[config.mk]
export PLATFORM = sky130hd
export DESIGN_NAME = fetch_mem_ctrl
export DESIGN_NICKNAME = d
export VERILOG_FILES = /design/src/rtl/fetch_mem_ctrl.sv
export SDC_FILE = /design/constraint.sdc
export NUM_CORES = 1
export LEC_CHECK = 0
export CAP_MARGIN = 40
export CORE_MARGIN = 1
export CORE_UTILIZATION = 35
export DETAILED_ROUTE_END_ITERATION = 16
export GPL_TIMING_DRIVEN = 0
export PLACE_DENSITY = 0.68
export SLEW_MARGIN = 20
export SYNTH_ARGS = -nofsm -noshare
export SYNTH_HDL_FRONTEND = slang
export SYNTH_SLANG_ARGS = --single-unit
[constraint.sdc]
create_clock -name i_CLK -period 2.25 [get_ports i_CLK]
set_clock_uncertainty 0.05 [all_clocks]
set_input_delay 0.45 -clock i_CLK [delete_from_list [all_inputs] [get_ports i_CLK]]
set_output_delay 0.45 -clock i_CLK [all_outputs]
set_load 0.01 [all_outputs]
[src/rtl/fetch_mem_ctrl.sv]
// fetch_mem_ctrl
//   Instruction fetch sequencer between the program counter / IF-ID register
//   and an instruction memory with a variable-latency req/ack bus. Handles
//   decode stalls and branch/jump redirects, including redirects that arrive
//   while a fetch is still outstanding (the late response is squashed).
//
// Ports
//   i_CLK, i_RST          clock, synchronous active-high reset
//   i_PCF                 current PC
//   i_Redirect            branch/jump taken; PC loads its target at this edge
//   i_StallD              decode stall
//   o_StallF              hold PC (active-high)
//   o_MemReq, o_MemAddr   fetch request / address (from state and addr_q only)
//   i_MemAck, i_MemRData  response strobe / instruction word
//   o_InstrF              instruction to IF/ID, NOP_INSTR when not valid
//   o_InstrValidF         o_InstrF carries a real instruction
//   o_FetchErr            sticky watchdog timeout
//
// Build option
//   FETCH_PERF_CNT_EN     adds o_StallCycles (cycles with o_StallF=1) and
//                         o_SquashCount (dropped acks); both saturate.
//
// state    | meaning
// ---------+------------------------------------------------------------
// ST_ISSUE | idle between fetches; latch i_PCF unless a redirect is live
// ST_WAIT  | request outstanding on the bus, waiting for i_MemAck
// ST_HOLD  | instruction received under decode stall, replayed from instr_q
module fetch_mem_ctrl #(
  parameter int                     ADDRESS_WIDTH = 32,
  parameter int                     INSTR_WIDTH   = 32,
  parameter logic [INSTR_WIDTH-1:0] NOP_INSTR     = '0,
  parameter int                     MAX_WAIT      = 64
) (
  input  logic                     i_CLK,
  input  logic                     i_RST,
  input  logic [ADDRESS_WIDTH-1:0] i_PCF,
  input  logic                     i_Redirect,
  input  logic                     i_StallD,
  output logic                     o_StallF,
  output logic                     o_MemReq,
  output logic [ADDRESS_WIDTH-1:0] o_MemAddr,
  input  logic                     i_MemAck,
  input  logic [INSTR_WIDTH-1:0]   i_MemRData,
  output logic [INSTR_WIDTH-1:0]   o_InstrF,
  output logic                     o_InstrValidF,
  output logic                     o_FetchErr
`ifdef FETCH_PERF_CNT_EN
  ,
  output logic [31:0]              o_StallCycles,
  output logic [15:0]              o_SquashCount
`endif
);

  localparam int CW = (MAX_WAIT > 1) ? $clog2(MAX_WAIT + 1) : 1;
  localparam logic [CW-1:0] WD_LAST = (MAX_WAIT > 0) ? CW'(MAX_WAIT - 1) : '0;

  typedef enum logic [1:0] {ST_ISSUE, ST_WAIT, ST_HOLD} state_t;

  state_t                   state;
  logic                     squash;
  logic [CW-1:0]            wait_cnt;
  logic [ADDRESS_WIDTH-1:0] addr_q;
  logic [INSTR_WIDTH-1:0]   instr_q;

  logic accept;
  logic drop;
  logic wd_hit;

  // An ack is only taken when it belongs to the current PC: a squash marks a
  // request whose PC was redirected away, and a same-cycle redirect kills it too.
  assign accept = (state == ST_WAIT) & i_MemAck & ~squash & ~i_Redirect;
  assign drop   = (state == ST_WAIT) & i_MemAck & (squash | i_Redirect);
  assign wd_hit = (MAX_WAIT != 0) && (wait_cnt == WD_LAST);

  assign o_MemReq  = (state == ST_WAIT);
  assign o_MemAddr = addr_q;

  always_comb begin
    // A redirect always releases the PC so it can load the target.
    o_StallF      = ~i_Redirect;
    o_InstrF      = NOP_INSTR;
    o_InstrValidF = 1'b0;
    case (state)
      ST_WAIT: begin
        if (accept) begin
          o_InstrF      = i_MemRData;
          o_InstrValidF = 1'b1;
          o_StallF      = i_StallD;
        end
      end
      ST_HOLD: begin
        if (!i_Redirect) begin
          o_InstrF      = instr_q;
          o_InstrValidF = 1'b1;
          o_StallF      = i_StallD;
        end
      end
      default: ;
    endcase
  end

  always_ff @(posedge i_CLK) begin
    if (i_RST) begin
      state      <= ST_ISSUE;
      squash     <= 1'b0;
      wait_cnt   <= '0;
      addr_q     <= '0;
      instr_q    <= NOP_INSTR;
      o_FetchErr <= 1'b0;
    end else begin
      case (state)
        ST_ISSUE: begin
          // On a redirect the PC only holds the target after this edge.
          if (!i_Redirect) begin
            addr_q   <= i_PCF;
            wait_cnt <= '0;
            state    <= ST_WAIT;
          end
        end
        ST_WAIT: begin
          if (i_MemAck) begin
            squash <= 1'b0;
            if (accept && i_StallD) begin
              instr_q <= i_MemRData;
              state   <= ST_HOLD;
            end else begin
              state <= ST_ISSUE;
            end
          end else begin
            // The bus cannot cancel a request, so a redirect just marks the
            // in-flight response for discard and keeps waiting for it.
            if (i_Redirect) squash <= 1'b1;
            if (wait_cnt != '1) wait_cnt <= wait_cnt + 1'b1;
            if (wd_hit) o_FetchErr <= 1'b1;
          end
        end
        ST_HOLD: begin
          if (i_Redirect || !i_StallD) state <= ST_ISSUE;
        end
        default: state <= ST_ISSUE;
      endcase
    end
  end

`ifdef FETCH_PERF_CNT_EN
  always_ff @(posedge i_CLK) begin
    if (i_RST) begin
      o_StallCycles <= '0;
      o_SquashCount <= '0;
    end else begin
      if (o_StallF && (o_StallCycles != '1)) o_StallCycles <= o_StallCycles + 32'd1;
      if (drop && (o_SquashCount != '1))     o_SquashCount <= o_SquashCount + 16'd1;
    end
  end
`endif

endmodule

=== Word level (Yosys, flattened, before mapping) ===
Index checks and enable logic that the tools add are counted.

* Output and inout bits: 68
* Input port bits: 69
* Word-level logic and storage cells: 54
* Bits in registers: 75

* Multiplexer cells: 20
* Add/sub/neg operators: 1
* Equality and inequality tests: 9
* Reductions and logical operators: 12
* Bitwise gates (word level): 6

{| class="wikitable"
|+ Operators by type and width
! cell !! number
|-
| two-way mux 32 bit || 2
|-
| one-hot mux 32 bit (2 select lines) || 1
|-
| two-way mux 7 bit || 3
|-
| one-hot mux 7 bit (2 select lines) || 1
|-
| AND reduction 3 bit || 3
|-
| two-way mux 2 bit || 4
|-
| adder 7 x 1 -> 7 bit, second input constant || 1
|-
| equality test 7 x 6 -> 1 bit, second input constant || 1
|-
| inequality test 7 bit, second input constant || 1
|-
| two-way mux 1 bit || 6
|-
| inequality test 2 bit, second input constant || 3
|-
| one-hot mux 2 bit (3 select lines) || 1
|-
| inequality test 2 x 1 -> 1 bit, second input constant || 2
|-
| one-hot mux 1 bit (2 select lines) || 2
|-
| AND reduction 2 bit || 2
|-
| AND reduction 4 bit || 1
|-
| nonzero test 2 bit || 2
|-
| AND 1 bit || 3
|-
| inverter 1 bit || 3
|-
| equality test 2 x 1 -> 1 bit, second input constant || 1
|-
| equality test 2 bit, second input constant || 1
|-
| zero test 2 bit || 1
|-
| logical AND 1 bit || 1
|-
| zero test 1 bit || 1
|-
| logical OR 1 bit || 1
|}

=== Logic depth before layout (Yosys ltp) ===
* Depth in word-level cells: 8
* Gate-level depth with buffers: 9
* Depth with buffers taken out: 6

=== Least setup slack after synthesis ===
Ideal clock, no wire load.

* Kind: register to output
* Start point: reg state[1]
* End point: out o_InstrF[0]
* Path slack: 0.225 ns
* Buffers on the path: 2
* Data required time: 1.750 ns
* Cell stages (with the launch flop): 8
* Data arrival time: 1.525 ns
* Cells stage by stage: dfxtp_1 -> inv_1 -> ha_1 -> and4bb_1 -> buf_2 -> clkbuf_1 -> a22oi_1 -> nor2b_1

* Word-level cells in the longest chain between the ends: 6
* Elaborated cells on any way between the ends: 7
* Classes of those cells: eq/ne: 2; mux: 2; bitwise: 3

{| class="wikitable"
|+ RTL lines
! what !! line !! source
|-
| start, declared || 59 || <nowiki>state_t state;</nowiki>
|-
| start signal, assigned || 104 || <nowiki>state <= ST_ISSUE;</nowiki>
|-
| start signal, assigned || 117 || <nowiki>state <= ST_WAIT;</nowiki>
|-
| start signal, assigned || 125 || <nowiki>state <= ST_HOLD;</nowiki>
|-
| equality test 2 x 1 -> 1 bit * || -- ||
|-
| net o_MemReq || 40 || <nowiki>output logic o_MemReq,</nowiki>
|-
| AND 1 bit || -- ||
|-
| AND 1 bit (2 in a row) || 71 || <nowiki>assign accept = (state == ST_WAIT) & i_MemAck & ~squash & ~i_Redirect;</nowiki>
|-
| two-way mux 32 bit || 85 || <nowiki>if (accept) begin</nowiki>
|-
| one-hot mux 32 bit (2 select lines) * || 83 || <nowiki>case (state)</nowiki>
|-
| end, declared || 44 || <nowiki>output logic [INSTR_WIDTH-1:0] o_InstrF,</nowiki>
|}

The timed path passes the listed nets; every way through them passes the cells marked *.

=== Worst setup path in the final report ===
* Start point: reg state[1]
* End point: out o_InstrF[4]

* Word-level cells in the longest chain between the ends: 6
* Elaborated cells on any way between the ends: 7
* Classes of those cells: eq/ne: 2; mux: 2; bitwise: 3

{| class="wikitable"
|+ RTL lines
! what !! line
|-
| equality test 2 x 1 -> 1 bit || 71, 83
|-
| AND 1 bit || --
|-
| AND 1 bit (2 in a row) || 71
|-
| two-way mux 32 bit || 85
|-
| one-hot mux 32 bit (2 select lines) * || 83
|}

Mark *: on every way between the ends. The rest lies on a longest branch, timed or not.

==> impl_metrics.py <==
metrics = {
    "clocking": {
        "cts.sinks": 75,
        "postCtsHoldBufs": 0,
        "cts_inserted_buffers": 9,
        "cts_buffer_depth": 2,
        "clock_latency_ns": 0.34,
        "ctsRootBufferMaster": "clkbuf_8",
        "h-tree-depth": 3,
        "cts_tree": "done",
        "clkTransAtPathRegs_ns": 0.08,
    },
    "timing": {
        "setup_viol": 27,
        "finalHoldViolCount": 0,
        "period_share_pct": 103,
        "rsz0062_at_grt": "true",
        "slew_violations": 0,
        "fmaxAchievable_ghz": 0.431,
        "slew_headroom_pct": 62.9,
        "worst_slack_ns": -0.0687,
        "tightest_slew_ns": 0.557,
        "layout_min_cycle_time_ns": 2.32,
    },
    "routing": {
        "num_vias": 3569,
        "dr.pass1.iters": 6,
        "ant_nets": 0,
        "wl_per_cell_um": 14.8,
        "drt_drc_violations_left": 0,
        "drt_wl_total_um": 10500,
        "drtIter0Drc": 143,
        "routed_via_density": 5.03,
    },
    "global_route": {
        "globalRouteTotalUtil_pct": 21.5,
        "antenna_found_initial": 0,
        "grt_pass1_wl_um": 16800,
        "first_global_vias": 3482,
        "grt-ovfl-total": 0,
        "grt_max_degree": 12,
    },
    "synth": {
        "synth_top_area_share_pct": 45.3,
        "synth_warnings": 0,
        "ys_seq_elements": 75,
        "syn_inst": 433,
        "mappedNetlistArea_sq_um": 3320,
        "ys_async_sr_fraction_pct": 0,
        "synthTopCellsByArea": "dfxtp_1, nand2_1, a21oi_1",
        "synth_nets": 506,
        "netlist_top_cells_count": "nand2_1, dfxtp_1, a21oi_1, nor2b_1, a22oi_1",
        "synth_flop_cell": "dfxtp_1",
        "synth_edf_count": 0,
        "synth_most_common_cell": "nand2_1",
        "ys_types": 33,
        "synth-seq-area-share_pct": 45.3,
        "yosysTopAreaCell": "dfxtp_1",
        "avgSynthCellArea_sq_um": 7.66,
    },
    "placement": {
        "place_congestion": 0.814,
        "hpwl_um": 7160,
        "io_buffer_count": 135,
        "dpl_cell_area_sq_um": 4810,
    },
    "job": {
        "drv_cap": 0,
    },
    "setup_path": {
        "critPathMaxFanout": 7,
        "worst_setup_path_end_kind": "primary output",
        "crit_type": "register to primary output",
        "cp.arrival_ns": 1.82,
        "start_kind": "register",
        "r2r.worst_path.cells": 9,
        "required_ns": 1.75,
    },
    "layout": {
        "fillCellCount": 869,
        "area_growth_pct": 59.2,
        "finish.utilization_pct": 57.4,
        "multiInputGateArea_sq_um": 1770,
        "drive_gt1_share_pct": 19.1,
        "regArea_sq_um": 1510,
        "antenna_cells": 0,
        "finalInstanceArea_sq_um": 5280,
        "finalNetCount": 667,
    },
    "hold_path": {
        "whs_path_depth": 2,
        "holdCritPathClass": "register to register",
    },
    "die": {
        "start_util_pct": 36.1,
        "die_x_um": 99.3,
        "dieArea_sq_um": 9870,
        "core-area_sq_um": 9200,
        "rows": 35,
        "die_h_um": 99.3,
        "io_pins": 137,
    },
    "power_and_ir_drop": {
        "p_leak_nw": 1.90,
        "powerDensity_nw_per_um2": 595,
        "fin_total_pwr_w": 0.00314,
        "vdd_drop_max_uv": 336,
    },
    "run_status": {
        "status": "finished, violations left",
        "violations": "negative setup slack",
    },
}
[what timing repair did]
item / 4_1_cts / 5_1_grt
endpoints found under the setup margin: 34 / 34
cloned: 6 / 0
pin swaps: 14 / 1
resized for setup: 202 / 8
buffers inserted: 9 / 0
[area by class of cell]
class | instances | area share, %
multi-input cells | 314 | 33.6
flip-flops and latches | 75 | 28.5
repair buffers | 150 | 25.5
plain buffers | 35 | 5.38
clock buffers | 13 | 3.01
well taps | 111 | 2.63
inverters | 9 | 0.688
clock inverters | 2 | 0.664
[final timing paths]
| kind | start | to | slack (ns) |
|---|---|---|---|
| setup reg to reg | state[1] | state[0] | 0.30 |
| hold reg to reg | o_MemAddr[13] | o_MemAddr[13] | 0.40 |
| setup / recovery | state[1] | o_InstrF[4] | -0.07 |
| hold / removal | o_MemAddr[13] | o_MemAddr[13] | 0.40 |
[logic make-up (layout without fill, tap and decap cells)]
logic type / after synthesis / after routing / share of synthesized area (%)
AOI/OAI and AO/OA: 119 / 119 / 21.6
and+or+nand+nor: 190 / 190 / 25.5
adders and majority gates: 4 / 4 / 1.51
muxes: 1 / 1 / 0.302
DFF: 75 / 75 / 45.3
buffers and inverters: 44 / 209 / 5.77
[power by group]
group,switching [W],total (W),internal (W)
Sequential,0.0000361,0.00143,0.00139
Combinational,0.000316,0.000664,0.000348
Clock,0.000482,0.00105,0.000567
[per-stage QoR]
step / std cells / setup slack (ns) / setup TNS [ns] / hold slack, ns
after floorplan: 433 / 0.225 / 0 / 0.387
after global placement: 679 / -1.03 / -32.51 / 0.391
after detailed placement: 679 / -1.04 / -33.27 / 0.396
after CTS: 709 / -0.0594 / -0.950 / 0.405
after global routing: 709 / -0.138 / -3.14 / 0.419
final: 709 / -0.0687 / -0.754 / 0.405
[cell usage in the layout (no fill, tap or decap), types with 2 or more instances in the layout]
cell             count
nand2_1            132
clkdlybuf4s50_1     99
dfxtp_1             73
a21oi_1             68
buf_2               38
nor2b_1             35
a22oi_2             23
clkbuf_1            18
clkbuf_8            17
buf_4               12
a22oi_1              9
inv_1                7
nor2_1               7
nand3_1              5
clkbuf_16            4
o21ai_1              4
clkbuf_2             3
a211oi_1             3
a31oi_1              3
buf_6                2
buf_8                2
a21o_1               2
and2_1               2
a41oi_1              2
ha_4                 2
[flip-flops by register name (all words and copies together), names as in the netlist]
| register | cells |
|---|---|
| instr_q | 32 |
| o_MemAddr | 32 |
| wait_cnt | 7 |
| state | 2 |
| o_FetchErr | 1 |
| squash | 1 |
[routing by layer]
metal  global-route usage, %  vias up  wire length [um]
met2                    36.4      129              4870
met5                       0        -                 0
met3                    6.96       15               908
met1                    25.6     1652              4580
li1                        -     1773                 -
met4                    7.01        0               157
[worst max-delay path, cell delays in order, from the launching register on]
cell       delay [ns]
dfxtp_2          0.33
inv_2            0.08
ha_4             0.14
and4bb_1         0.22
buf_6            0.18
clkbuf_16        0.16
a22oi_2          0.05
nor2b_1          0.16
buf_2            0.16
Note: power is estimated with default switching activity, not from simulation.
